<file path="src/rtl/scroll_pkg.sv">
// Shared types and constants for the scrolling display controller.
//   scroll_state_t : controller FSM states
//   SPACE_CHAR     : blank character used for reset fill and empty messages
//   MIN_PERIOD     : smallest timer load value ever issued
package scroll_pkg;

    typedef enum logic [1:0] {
        IDLE = 2'd0,
        ARM  = 2'd1,
        WAIT = 2'd2,
        STEP = 2'd3
    } scroll_state_t;

    localparam logic [7:0]  SPACE_CHAR = 8'h20;
    localparam logic [31:0] MIN_PERIOD = 32'd1;

endpackage

</file>
<file path="src/rtl/scroll_msg_buf.sv">
// Message buffer: async-reset register file, one write port and NUM_DIGITS
// combinational read ports addressed modulo the active message length.
// Ports:
//   clk_i, rst_i   clock / async active-high reset (fills buffer with spaces)
//   wr_en_i        write strobe
//   wr_addr_i      write address
//   wr_data_i      write character
//   rd_base_i      window start index
//   rd_len_i       active length (0..MSG_DEPTH); 0 reads all spaces
//   rd_data_o      NUM_DIGITS characters, digit 0 in the MSBs
module scroll_msg_buf
    import scroll_pkg::*;
#(
    parameter int NUM_DIGITS = 4,
    parameter int MSG_DEPTH  = 16,
    parameter int CHAR_W     = 8
) (
    input  logic                           clk_i,
    input  logic                           rst_i,
    input  logic                           wr_en_i,
    input  logic [$clog2(MSG_DEPTH)-1:0]   wr_addr_i,
    input  logic [CHAR_W-1:0]              wr_data_i,
    input  logic [$clog2(MSG_DEPTH)-1:0]   rd_base_i,
    input  logic [$clog2(MSG_DEPTH):0]     rd_len_i,
    output logic [NUM_DIGITS*CHAR_W-1:0]   rd_data_o
);

    localparam int ADDR_W = $clog2(MSG_DEPTH);
    localparam int LEN_W  = ADDR_W + 1;

    logic [CHAR_W-1:0] mem_q [MSG_DEPTH];
    logic [LEN_W-1:0]  idx;

    always_ff @(posedge clk_i or posedge rst_i) begin
        if (rst_i) begin
            for (int k = 0; k < MSG_DEPTH; k++) begin
                mem_q[k] <= CHAR_W'(SPACE_CHAR);
            end
        end else if (wr_en_i) begin
            mem_q[wr_addr_i] <= wr_data_i;
        end
    end

    // The base may exceed the length while idle (msg_len shrank), so it is
    // first reduced by repeated compare-subtract; after that each digit index
    // is just an increment that wraps at the length.
    always_comb begin
        rd_data_o = '0;
        idx       = '0;
        if (rd_len_i == '0) begin
            for (int i = 0; i < NUM_DIGITS; i++) begin
                rd_data_o[i*CHAR_W +: CHAR_W] = CHAR_W'(SPACE_CHAR);
            end
        end else begin
            idx = {1'b0, rd_base_i};
            for (int k = 0; k < MSG_DEPTH; k++) begin
                if (idx >= rd_len_i) begin
                    idx = idx - rd_len_i;
                end
            end
            for (int i = 0; i < NUM_DIGITS; i++) begin
                rd_data_o[(NUM_DIGITS-1-i)*CHAR_W +: CHAR_W] = mem_q[idx[ADDR_W-1:0]];
                idx = ((idx + LEN_W'(1)) >= rd_len_i) ? '0 : (idx + LEN_W'(1));
            end
        end
    end

endmodule

</file>
<file path="src/rtl/scroll_display_ctrl.sv">
// Scrolling display controller. Arms an external scrolling_timer, and on each
// timer expiry advances a window over the message buffer.
// Ports:
//   clk, rst            clock / async active-high reset
//   wr_en/wr_addr/wr_data  bus-side buffer write port
//   msg_len             active message length (0..MSG_DEPTH)
//   period              scroll step period in clk cycles (0 treated as 1)
//   scroll_en           scrolling runs while high
//   cnt_start/cnt_value timer start pulse and load value
//   cnt_done            timer expiry (pulse or level)
//   disp_chars          visible window, digit 0 in the MSBs
//   offset              window start index
//   wrap_pulse          one cycle when offset wraps to 0
//   busy                controller not in IDLE
module scroll_display_ctrl
    import scroll_pkg::*;
#(
    parameter int NUM_DIGITS = 4,
    parameter int MSG_DEPTH  = 16,
    parameter int CHAR_W     = 8
) (
    input  logic                           clk,
    input  logic                           rst,
    input  logic                           wr_en,
    input  logic [$clog2(MSG_DEPTH)-1:0]   wr_addr,
    input  logic [CHAR_W-1:0]              wr_data,
    input  logic [$clog2(MSG_DEPTH):0]     msg_len,
    input  logic [31:0]                    period,
    input  logic                           scroll_en,
    output logic                           cnt_start,
    output logic [31:0]                    cnt_value,
    input  logic                           cnt_done,
    output logic [NUM_DIGITS*CHAR_W-1:0]   disp_chars,
    output logic [$clog2(MSG_DEPTH)-1:0]   offset,
    output logic                           wrap_pulse,
    output logic                           busy
);

    localparam int ADDR_W = $clog2(MSG_DEPTH);
    localparam int LEN_W  = ADDR_W + 1;
    localparam int DISP_W = NUM_DIGITS * CHAR_W;

    scroll_state_t     state_q, state_d;
    logic [ADDR_W-1:0] offset_q, offset_d;
    logic [LEN_W-1:0]  len_q, len_d;
    logic              cnt_start_q, cnt_start_d;
    logic [31:0]       cnt_value_q, cnt_value_d;
    logic              wrap_q, wrap_d;
    logic              busy_q, busy_d;
    logic              done_q;
    logic [DISP_W-1:0] disp_q;

    logic              done_rise;
    logic [LEN_W-1:0]  len_clip;
    logic [LEN_W-1:0]  rd_len;
    logic [LEN_W-1:0]  off_inc;
    logic [DISP_W-1:0] rd_data;

    assign done_rise = cnt_done && !done_q;
    assign len_clip  = (msg_len > LEN_W'(MSG_DEPTH)) ? LEN_W'(MSG_DEPTH) : msg_len;
    assign rd_len    = busy_q ? len_q : len_clip;
    assign off_inc   = {1'b0, offset_q} + LEN_W'(1);

    scroll_msg_buf #(
        .NUM_DIGITS (NUM_DIGITS),
        .MSG_DEPTH  (MSG_DEPTH),
        .CHAR_W     (CHAR_W)
    ) u_buf (
        .clk_i     (clk),
        .rst_i     (rst),
        .wr_en_i   (wr_en),
        .wr_addr_i (wr_addr),
        .wr_data_i (wr_data),
        .rd_base_i (offset_q),
        .rd_len_i  (rd_len),
        .rd_data_o (rd_data)
    );

    always_comb begin
        state_d     = state_q;
        offset_d    = offset_q;
        len_d       = len_q;
        cnt_value_d = cnt_value_q;
        wrap_d      = 1'b0;

        case (state_q)
            IDLE: begin
                if (scroll_en && (msg_len != '0)) begin
                    state_d = ARM;
                end
            end
            ARM: begin
                state_d = WAIT;
            end
            WAIT: begin
                // Disable has priority over a coincident expiry.
                if (!scroll_en) begin
                    state_d = IDLE;
                end else if (done_rise) begin
                    state_d = STEP;
                end
            end
            STEP: begin
                if (off_inc >= len_q) begin
                    offset_d = '0;
                    wrap_d   = 1'b1;
                end else begin
                    offset_d = off_inc[ADDR_W-1:0];
                end
                state_d = scroll_en ? ARM : IDLE;
            end
            default: begin
                state_d = IDLE;
            end
        endcase

        // Work done on entry to ARM so length, load value and start pulse are
        // all valid during the ARM cycle. An offset beyond a shortened message
        // restarts at 0 silently (no wrap pulse).
        if (state_d == ARM) begin
            len_d       = len_clip;
            cnt_value_d = (period == '0) ? MIN_PERIOD : period;
            if ({1'b0, offset_d} >= len_clip) begin
                offset_d = '0;
            end
        end

        cnt_start_d = (state_d == ARM);
        busy_d      = (state_d != IDLE);
    end

    always_ff @(posedge clk or posedge rst) begin
        if (rst) begin
            state_q     <= IDLE;
            offset_q    <= '0;
            len_q       <= '0;
            cnt_start_q <= 1'b0;
            cnt_value_q <= '0;
            wrap_q      <= 1'b0;
            busy_q      <= 1'b0;
            done_q      <= 1'b0;
            disp_q      <= {NUM_DIGITS{CHAR_W'(SPACE_CHAR)}};
        end else begin
            state_q     <= state_d;
            offset_q    <= offset_d;
            len_q       <= len_d;
            cnt_start_q <= cnt_start_d;
            cnt_value_q <= cnt_value_d;
            wrap_q      <= wrap_d;
            busy_q      <= busy_d;
            done_q      <= cnt_done;
            disp_q      <= rd_data;
        end
    end

    assign cnt_start  = cnt_start_q;
    assign cnt_value  = cnt_value_q;
    assign disp_chars = disp_q;
    assign offset     = offset_q;
    assign wrap_pulse = wrap_q;
    assign busy       = busy_q;

endmodule

</file>
<file path="config.mk">
export PLATFORM = sky130hd
export DESIGN_NAME = scroll_display_ctrl
export DESIGN_NICKNAME = d
export VERILOG_FILES = /design/src/rtl/scroll_pkg.sv /design/src/rtl/scroll_msg_buf.sv /design/src/rtl/scroll_display_ctrl.sv
export SDC_FILE = /design/constraint.sdc
export NUM_CORES = 1
export LEC_CHECK = 0
export CAP_MARGIN = 25
export CORE_AREA = 2 2 219 221
export CTS_BUF_LIST = sky130_fd_sc_hd__clkbuf_4 sky130_fd_sc_hd__clkbuf_8
export CTS_CLUSTER_DIAMETER = 30
export DETAILED_ROUTE_END_ITERATION = 10
export DIE_AREA = 0 0 221 223
export HOLD_SLACK_MARGIN = 0.02
export PLACE_DENSITY_LB_ADDON = 0.05
export REMOVE_ABC_BUFFERS = 1
export SKIP_CTS_REPAIR_TIMING = 1
export SLEW_MARGIN = 20
export SYNTH_ARGS = -nofsm -noshare
export SYNTH_HDL_FRONTEND = slang
export SYNTH_SLANG_ARGS = --single-unit
</file>
<file path="constraint.sdc">
create_clock -name clk -period 41.9 [get_ports clk]
set_input_delay 4.19 -clock clk [delete_from_list [all_inputs] [get_ports clk]]
set_output_delay 4.19 -clock clk [all_outputs]
set_load 0.03 [all_outputs]
</file>
After elaboration in Yosys (flattened, before gate mapping)
Index checks and enable logic that the tools add are counted.

word-level totals
  bits in registers = 207
  latch bits = 0
  bits in writable memories = 0
  ROM bits = 0
  bits of input ports = 54
  output and inout bits = 71
  memories = 0

cells by class
  add/sub/neg operators = 20
  $mul = 0
  divide/modulo/power cells = 0
  $lt $le $gt $ge = 28
  eq/ne operators = 4
  shift-type cells = 0
  mux-type cells = 65
  bitwise logic cells = 5
  reduce and logical (&&, ||, !) cells = 9

operators with widths
  cell                                                      number
  two-way mux 5 bit                                         36
  binary-select mux 8 bit (select 4 bit)                    4
  bitwise mux 128 bit                                       1
  greater-or-equal comparator 5 bit                         19
  subtractor 5 bit                                          15
  two-way mux 8 bit                                         9
  two-way mux 32 bit                                        2
  demux 8 bit (select 4 bit)                                1
  zero test 32 bit                                          1
  greater-or-equal comparator 5 bit, second input constant  5
  NOT 4 -> 5 bit                                            5
  two-way mux 4 bit                                         5
  adder 5 x 1 -> 5 bit, second input constant               3
  greater-or-equal comparator 4 x 5 -> 1 bit                2
  case mux 2 bit (4 select lines)                           1
  two-way mux 2 bit                                         3
  adder 4 x 1 -> 5 bit, second input constant               1
  > comparator 5 bit, second input constant                 1
  zero test 5 bit                                           1
  < comparator 5 x 1 -> 1 bit, second input constant        1
  nonzero test 5 bit                                        1
  subtractor 4 x 5 -> 5 bit                                 1
  equality test 2 x 1 -> 1 bit, second input constant       2
  equality test 2 bit, second input constant                2
  other kinds (5)                                           9

Longest topological paths before layout
Gate-level depths: netlist of the first run.

  depth in word-level cells = 65
  mapped depth = 168
  mapped depth without buffers = 153

Modules after synthesis
A second synthesis of the first run with hierarchy kept.

second synthesis, totals
  cells, all modules = 2095
  area total of the unflattened synthesis = 18206.2 um^2

by module, submodules not included
  module               times used  cells each  area an instance (um^2)  sequential area each (um^2)
  scroll_msg_buf       1           1886        15088.2                  3223.1
  scroll_display_ctrl  1           209         3118.0                   1981.9

Worst setup path before layout of the first run
Ideal clock, no wire load.

  kind = input port to flip-flop
  from = in msg_len[4]
  to = reg disp_q[1], in the netlist disp_chars[1]
  setup time = 0.094 ns
  arrival time = 36.328 ns
  slack = 5.478 ns
  cell stages on the path = 160
  buffers on the path = 17
  path through = buf_6 > nand2b_1 > o21ai_0 > ha_1 > and4_1 > a21o_1 > o21ai_0 > o31a_1 > inv_1 > ha_1 > nor2b_1 > o31a_1 > o22a_1 > o31ai_4 > inv_1 > ha_1 > a21o_1 > a31oi_1 > [... 124 more ...] > buf_2 > buf_1 > ha_1 > buf_1 > xnor2_1 > ha_1 > nor2b_1 > o21ai_0 > nand2b_1 > a21oi_1 > clkbuf_1 > nand4_1 > mux2_2 > nand3_1 > clkbuf_1 > nand3_1 > o211a_1 > a211oi_1

between the ends
  longest elaborated chain between the ends = 65
  elaborated cells between the ends (all ways) = 82
  classes of those cells = 19 x add/sub; 20 x order compare; 41 x mux; 1 x bitwise; 1 x reduce/logical

RTL lines
  item                                                                                            RTL line                                    text
  from (decl)                                                                                     scroll_display_ctrl.sv:27                   input logic [$clog2(MSG_DEPTH):0] msg_len,
  > comparator 5 bit                                                                              scroll_display_ctrl.sv:60                   assign len_clip = (msg_len > LEN_W'(MSG_DEPTH)) ? LEN_W'(MSG_DEPTH) : msg_len;
  two-way mux 5 bit *                                                                             scroll_display_ctrl.sv:60
  two-way mux 5 bit *                                                                             scroll_display_ctrl.sv:61                   assign rd_len = busy_q ? len_q : len_clip;
  subtractor 4 x 5 -> 5 bit / greater-or-equal comparator 4 x 5 -> 1 bit (equally long branches)  scroll_msg_buf.sv:58, scroll_msg_buf.sv:57
  two-way mux 5 bit                                                                               scroll_msg_buf.sv:57                        if (idx >= rd_len_i) begin
  two-way mux 5 bit                                                                               scroll_msg_buf.sv:50                        if (rd_len_i == '0) begin
  subtractor 5 bit / greater-or-equal comparator 5 bit (equally long branches)                    scroll_msg_buf.sv:58, scroll_msg_buf.sv:57
  two-way mux 5 bit                                                                               scroll_msg_buf.sv:57
  [... 49 more ...]                                                                               n/a
  adder 5 x 1 -> 5 bit                                                                            scroll_msg_buf.sv:63                        idx = ((idx + LEN_W'(1)) >= rd_len_i) ? '0 : (idx + LEN_W'(1));
  greater-or-equal comparator 5 bit                                                               scroll_msg_buf.sv:63
  two-way mux 4 bit                                                                               scroll_msg_buf.sv:63
  NOT 4 -> 5 bit (not written as such)                                                            scroll_msg_buf.sv:62                        rd_data_o[(NUM_DIGITS-1-i)*CHAR_W +: CHAR_W] = mem_q[idx[ADDR_W-1:0]];
  binary-select mux 8 bit (select 4 bit)                                                          scroll_msg_buf.sv:62
  two-way mux 8 bit (not written as such) (2 in a row)                                            scroll_msg_buf.sv:62
  two-way mux 32 bit *                                                                            scroll_msg_buf.sv:50
  named net rd_data[1]                                                                            scroll_display_ctrl.sv:57                   logic [DISP_W-1:0] rd_data;
  to (signal assigned)                                                                            scroll_display_ctrl.sv:142                  disp_q <= {NUM_DIGITS{CHAR_W'(SPACE_CHAR)}};
  to (signal assigned)                                                                            scroll_display_ctrl.sv:152                  disp_q <= rd_data;
  to (decl)                                                                                       scroll_display_ctrl.sv:51                   logic [DISP_W-1:0] disp_q;

Mark *: on every way through the listed nets, which the timed path passes. The rest lies on a longest branch. The select of a mux whose other input is x is not followed.
A chain may end at the register's enable or synchronous reset.

Final worst setup path of the first run
  from = in msg_len[4]
  to = reg disp_q[6], in the netlist disp_chars[6]

Same word-level chain as after synthesis.

==> metrics, run 1 <==
status=finished, final reports clean; Clock Tree Buf Depth=3; port buffer count=124; initial antenna violation count=1; Core Footprint=47100 sq um; iteration count of the initial detailed-routing pass=6; die area=49300 sq um; DR DRC count=0; Congestion Overflow GR=0; WL per Instance=23.1 um; Avg Inst Size Synth=8.50 sq um; number of synthesized flops with an enable pin=0; Hold Crit Start=cnt_value[0]; cell count after synthesis=2121; asr flop ratio synth=1.00; r2r setup slk=6.44 ns; count leader, synth=nand2_1; post-route insts no fill=2895; pin count of the biggest net entering global routing=85; CTS buffer count=54; Max-slew headroom=0.291; Tcrit/Tclk final=0.932; Max Cap Viol=0; YS warnings=0; H-tree lvl count=2; Setup Skew=0.0205 ns; Sink Count=207; final setup fails=0; total negative slack=0 ns; Crit Path Class=input port to register; type of element launching the critical path=input port; critical path fanouts, max=32; vias post-DR=17100; fin nets=2411; final hold vios=0; global placement routability congestion=0.929; hold crit path type=register to register; worst-skew pair later-pin latency=0.64 ns; most numerous cell on the critical path=ha_1; Critical-path top delay cell=clkdlybuf4s50_1; vias in the first global route=16800; fin crit period=39.07 ns; unrepaired setup endpoints after global routing=false; #FFs+latches synth=207; placed instance count=2790; Post-Syn Area=18000 sq um; clock transition at the registers of the reported paths=0.05 ns; post-synth top area share=0.260; Critical Path AT=39.56 ns; IO Count=125; fillers=4697; die width=221 um; Avg Vias per Cell=5.91; chip height=223 um; Hold Crit Depth=2; Total GRT Usage=0.263; Hold Path Sink=cnt_value[0]; fmax=0.0256 GHz; worst r2r src=busy; DRT antenna net count=0; leading area contributor after synthesis=dfrtp_1; Critical R2R Capture=disp_chars[6]; Seq/Total Area, Yosys=0.289; layout cell share with drive strength beyond 1=0.179; Site Rows=80; first-pass GRT wire length=101000 um; Post-synth top cells=nand2_1, dfrtp_1, mux2_2; CP peak stage delay=0.64 ns; Distinct cells, synth=96; r2r worst-path depth=144; top post-synthesis cells by area=dfrtp_1, mux2_2, nand2_1; Final Max Tran Viols=0; Synth Flop Type=dfrtp_1; Tightest Pin Transition=1.06 ns; worst path required time=42.39 ns; CTS tree=yes; Area Overhead vs Synth=18.7%; clock root buffer=clkbuf_8; HPWL Detailed=44600 um; CP endpoint kind=register; total routed wirelength=66800 um; DRT iter0 DRCs=1439; Initial Util=0.382
## worst max-delay path, delay by kind of cell
kind            cells  cell delay (ns)
compound gates     68            17.08
xor+xnor            2             0.26
fa+ha+maj          22             7.18
buf+inv            18             3.52
mux                 3             1.15
simple gates       32             6.10
## layout make-up
class | instances | area, sq um | area share
multi-input combinational | 1720 | 12200 | 0.569
sequential | 207 | 5200 | 0.243
timing repair buffer | 169 | 1590 | 0.0743
clock buffer | 68 | 911 | 0.0426
tap | 615 | 769 | 0.0360
clock inverter | 31 | 414 | 0.0193
inverter | 84 | 327 | 0.0153
antenna | 1 | 2.50 | 0.000117
## how the worst max path moves through the flow
stage                          start       endpoint  slack, ns  cells past startpoint
after floorplan           msg_len[4]  disp_chars[6]       2.28                    143
after global placement    msg_len[4]  disp_chars[7]       1.44                    143
after detailed placement  msg_len[4]  disp_chars[7]       0.55                    143
after CTS                 msg_len[4]  disp_chars[3]       1.11                    144
after global routing      msg_len[4]  disp_chars[6]       0.15                    146
final                     msg_len[4]  disp_chars[6]       2.83                    145
## metrics by stage
step	area [sq um]	utilization	worst slack, ns	hold WS (ns)
after detailed placement	20000	0.424	0.554	0.455
after global routing	21400	0.454	0.155	0.492
final	21400	0.454	2.83	0.460
after floorplan	17600	-	2.28	0.472
after CTS	21300	0.452	1.11	0.467
after global placement	20000	0.424	1.44	0.456
## metal layers
metal,vias up,share of wire,GRT usage
met5,-,0,0
met3,131,0.068,0.0506
met4,0,0.032,0.0857
met2,602,0.47,0.436
met1,8332,0.43,0.346
li1,8033,-,-
## sequential cells by signal (all words and copies together), names as in the netlist
| name | cells |
|---|---|
| wrap_pulse | 1 |
| busy | 1 |
| offset | 4 |
| u_buf.mem_q | 128 |
| done_q | 1 |
| cnt_start | 1 |
| len_q | 5 |
| disp_chars | 32 |
| cnt_value | 32 |
| state_q | 2 |
## placed cells by master, fill, tap and decap left out, types with 20 or more instances in the layout
master / Yosys / final
a211oi_1: 59 / 59
a21o_1: 50 / 50
a21oi_1: 146 / 141
a221oi_1: 29 / 27
a31oi_1: 36 / 36
buf_4: 0 / 43
clkbuf_8: 0 / 64
clkdlybuf4s50_1: 0 / 124
dfrtp_1: 187 / 187
dfstp_2: 20 / 20
ha_1: 106 / 106
inv_1: 79 / 77
mux2_2: 175 / 175
mux2i_1: 61 / 61
nand2_1: 364 / 361
nand2b_1: 31 / 31
nand3_1: 53 / 53
nor2_1: 122 / 118
nor2b_1: 20 / 20
o21a_1: 24 / 24
o21ai_0: 90 / 88
o22ai_1: 25 / 25
xnor2_1: 28 / 28
xor2_1: 20 / 20
## logic make-up (layout without fill, tap and decap cells)
| kind of cell | count (synthesis) | count (layout) | share of synthesized area |
|---|---|---|---|
| xor gates and xnor gates | 48 | 48 | 0.0233 |
| DFF | 207 | 207 | 0.289 |
| buffers and inverters | 195 | 352 | 0.0431 |
| AOI/OAI and AO/OA | 612 | 612 | 0.231 |
| adders and majority gates | 122 | 122 | 0.0908 |
| other | 0 | 1 | 0 |
| and+or+nand+nor | 690 | 691 | 0.170 |
| muxes | 247 | 247 | 0.153 |
Power of run 1 is left out: the tool's default activity adds up to more than one toggle a clock period on the data nets, which glitch-free logic cannot reach.
==> run 2, diff against run 1 <==
- DONT_BUFFER_PORTS: default -> 1
==> metrics, run 2 (same netlist as run 1, synthesis figures left out) <==
Initial Util=0.382; Largest delay share family, worst path=compound AO/OA/AOI/OAI gates; register area=5200 sq um; Tightest Pin Transition=1.04 ns; vias in the first global route=16600; DRT iter0 DRCs=1473; initial antenna violation count=1; Avg Vias per Cell=6.09; DR DRC count=0; commonest non-fill, non-tap cell in the layout=nand2_1; iteration count of the initial detailed-routing pass=7; CTS tree=yes; die width=221 um; status=finished, final reports clean; total routed wirelength=67300 um; HPWL Detailed=44600 um; clock transition at the registers of the reported paths=0.05 ns; Largest register FFs=128; Congestion Overflow GR=0; fmax=0.0258 GHz; die area=49300 sq um; DRT antenna net count=0; final hold vios=0; Core Footprint=47100 sq um; type of element launching the critical path=input port; port buffer count=0; Sink Count=207; CP endpoint kind=register; Crit Path Class=input port to register; Buf/Inv on CP=13; Critical Path AT=39.22 ns; hold crit path type=register to register; chip height=223 um; Max Cap Viol=0; Setup Skew=0.0206 ns; fin nets=2282; pin count of the biggest net entering global routing=102; Tcrit/Tclk final=0.924; layout cell share with drive strength beyond 1=0.189; clock root buffer=clkbuf_8; Critical-path top delay cell=a2111oi_4; Max-slew headroom=0.306; vias post-DR=16900; fin crit period=38.71 ns; worst-skew pair later-pin latency=0.62 ns; Area Overhead vs Synth=11.7%; fillers=4682; IO Count=125; CP peak stage delay=0.56 ns; Clock Tree Buf Depth=3; Multi-input gate area=12200 sq um; most frequent cells in the layout=nand2_1, dfrtp_1, mux2_2, a21oi_1, nor2_1; Final Max Tran Viols=0; Site Rows=80; final setup fails=0; first-pass GRT wire length=103000 um; critical path fanouts, max=30; global placement routability congestion=0.898; Biggest register=u_buf.mem_q; H-tree lvl count=2; final core utilization=0.427; WL per Instance=24.3 um; most numerous cell on the critical path=ha_1; worst path required time=42.41 ns; CTS buffer count=55; Total GRT Usage=0.267
==> run 2: cell count changes in the layout (fill, tap and decap cells not counted), moves of 3 or more <==
cell	change
clkdlybuf4s50_1	-124
nor3_2	+3
clkbuf_4	-3
clkinv_4	+5
buf_4	-5
==> run 2: worst min-delay path, stage by stage, from the launching register on <==
cell and delay, ns:
dfrtp_1 0.38, nand2_1 0.06, o21ai_0 0.06
==> run 2: area by class of cell <==
cell class                 instances  share of cell area
sequential                       207               0.258
timing repair buffer              40              0.0161
antenna                            1            0.000124
clock inverter                    38              0.0224
clock buffer                      65              0.0441
inverter                          84              0.0160
tap                              615              0.0382
multi-input combinational       1719               0.605
==> run 2: path summary, 6_finish.rpt <==
| kind | slack [ns] | cells past startpoint | start | to |
|---|---|---|---|---|
| min in group asynchronous | 3.55 | 1 | rst | disp_chars[30] |
| min | 0.53 | 2 | len_q[3] | len_q[3] |
| max | 3.19 | 144 | msg_len[4] | disp_chars[1] |
| max reg2reg | 5.86 | 144 | busy | disp_chars[1] |
| min reg2reg | 0.53 | 2 | len_q[3] | len_q[3] |
| max in group asynchronous | 36.27 | 3 | rst | disp_chars[20] |
==> run 2: routing by layer <==
metal / vias up / part of all wire / global-route usage
met3: 162 / 0.065 / 0.0458
met1: 8239 / 0.44 / 0.356
li1: 7797 / - / -
met4: 0 / 0.037 / 0.0998
met5: - / 0 / 0
met2: 653 / 0.46 / 0.435
==> run 2: through the flow <==
step                TNS [ns]  setup slack (ns)  area (sq um)  hold slack [ns]  instances
finish                     0              3.19         20100            0.532       2769
global route        -0.00304          -0.00304         20100            0.563       2769
CTS                        0              1.95         20100            0.531       2767
detailed placement         0              1.51         18700            0.518       2664
global placement           0              2.26         18700            0.505       2663
floorplan                  0              2.28         17600            0.472       2010
Power of run 2 is left out for the same reason.
==> run 3, diff against run 2 <==
- CELL_PAD_IN_SITES_DETAIL_PLACEMENT: default -> 1
- CELL_PAD_IN_SITES_GLOBAL_PLACEMENT: default -> 2
- CORE_AREA: 2 2 219 221 -> 2 2 220 222
- DIE_AREA: 0 0 221 223 -> 0 0 222 224
- SYNTH_HIERARCHICAL: default -> 1
==> metrics, run 3 <==
Hold Crit Depth=2; fin nets=2266; leading area contributor after synthesis=dfrtp_1; Congestion Overflow GR=0; Avg Vias per Cell=6.13; port buffer count=0; number of synthesized flops with an enable pin=0; cell count after synthesis=2095; die width=222 um; CTS tree=yes; PnR worst setup slack=2.76 ns; vias post-DR=16900; hold crit path type=register to register; Area Overhead vs Synth=12.0%; Largest register FFs=128; type of element launching the critical path=input port; fmax=0.0256 GHz; commonest non-fill, non-tap cell in the layout=nand2_1; clock root buffer=clkbuf_8; Buf/Inv on CP=19; Core Footprint=47300 sq um; most frequent cells in the layout=nand2_1, dfrtp_1, mux2_2, a21oi_1, nor2_1; DRT antenna net count=0; Max Cap Viol=0; CTS buffer count=56; Critical Path AT=39.62 ns; CP peak stage delay=0.63 ns; worst hold slack=0.517 ns; r2r worst-path depth=150; total negative slack=0 ns; IO Count=125; Largest delay share family, worst path=compound AO/OA/AOI/OAI gates; CP endpoint kind=register; Post-Syn Area=18200 sq um; chip height=224 um; H-tree lvl count=2; die area=49700 sq um; #FFs+latches synth=207; first-pass GRT wire length=111000 um; asr flop ratio synth=1.00; r2r setup slk=5.63 ns; worst path required time=42.38 ns; DRT iter0 DRCs=1151; Critical-path top delay cell=nor4_2; Total GRT Usage=0.292; Crit Path Class=input port to register; DR DRC count=0; Biggest register=u_buf/mem_q; WL per Instance=26.7 um; top post-synthesis cells by area=dfrtp_1, mux2_2, nand2_1; iteration count of the initial detailed-routing pass=5; Hold Crit Start=len_q[1]; YS warnings=6; Site Rows=80; Initial Util=0.385; worst-skew pair later-pin latency=0.64 ns; Final Max Tran Viols=0; Critical R2R Capture=disp_chars[1]; Synth Flop Type=dfrtp_1; Tightest Pin Transition=1.14 ns; post-synth top area share=0.257; clock transition at the registers of the reported paths=0.05 ns; pin count of the biggest net entering global routing=71; Distinct cells, synth=99; HPWL Detailed=49300 um; initial antenna violation count=1; worst r2r src=busy; final core utilization=0.431; Max-slew headroom=0.242; diode count=0; Clock Tree Buf Depth=3; status=finished, final reports clean; layout cell share with drive strength beyond 1=0.207; total routed wirelength=73400 um; Tcrit/Tclk final=0.934; global placement routability congestion=0.850; fin crit period=39.14 ns; count leader, synth=nand2_1; Hold Path Sink=len_q[1]; Sink Count=207; final setup fails=0; Avg Inst Size Synth=8.69 sq um; final hold vios=0; Setup Skew=0.0318 ns; critical path fanouts, max=21; DP Worst Slack=0.959 ns; Post-synth top cells=nand2_1, dfrtp_1, mux2_2; most numerous cell on the critical path=ha_1; vias in the first global route=17500; Seq/Total Area, Yosys=0.286
-- run 3: per-stage QoR --
stage,instances,area (sq um)
3_5_place_dp,2645,18900
3_3_place_gp,2644,18900
5_1_grt,2750,20400
6_report,2750,20400
2_1_floorplan,1985,17700
4_1_cts,2749,20400
-- run 3: cells by family after synthesis --
group / Yosys count / share of synthesized area
AND/OR/NAND/NOR: 721 / 0.178
AO/OA/AOI/OAI: 556 / 0.210
XOR/XNOR: 52 / 0.0250
multiplexers: 246 / 0.167
buffers and inverters: 190 / 0.0429
flip-flops: 207 / 0.286
adder cells (fa/ha/maj): 123 / 0.0911
-- run 3: final cells by class --
class / instances / area [sq um]
fillers: 5511 / 27000
multi-input cells: 1698 / 12300
flip-flops and latches: 207 / 5200
clock buffers: 64 / 875
well taps: 615 / 769
clock inverters: 40 / 572
repair buffers: 46 / 353
inverters: 80 / 307
-- run 3: worst max path at each step --
stage | startpoint | endpoint | slack, ns | cells past startpoint
3_5_place_dp | msg_len[4] | disp_chars[1] | 0.96 | 149
2_1_floorplan | msg_len[4] | disp_chars[0] | -0.94 | 140
4_1_cts | msg_len[4] | disp_chars[1] | 1.45 | 150
6_report | msg_len[4] | disp_chars[1] | 2.76 | 150
5_1_grt | msg_len[4] | disp_chars[0] | -0.01 | 150
3_3_place_gp | msg_len[4] | disp_chars[1] | 1.65 | 148
-- run 3: per-layer routing --
| layer | track usage | vias to the layer above | part of all wire |
|---|---|---|---|
| met1 | 0.365 | 8551 | 0.42 |
| met5 | 0 | - | 0 |
| met2 | 0.496 | 506 | 0.48 |
| met4 | 0.124 | 0 | 0.040 |
| li1 | - | 7647 | - |
| met3 | 0.0535 | 150 | 0.059 |
-- run 3: worst reg2reg max path: cells and delay by family (launching register included) --
kind / cells / cell delay (ns)
adder cells (fa/ha/maj): 24 / 7.72
flip-flops: 1 / 0.75
buffers and inverters: 19 / 3.16
XOR/XNOR: 3 / 0.64
multiplexers: 6 / 1.89
AO/OA/AOI/OAI: 63 / 15.21
AND/OR/NAND/NOR: 35 / 6.75
Power of run 3 is left out for the same reason.
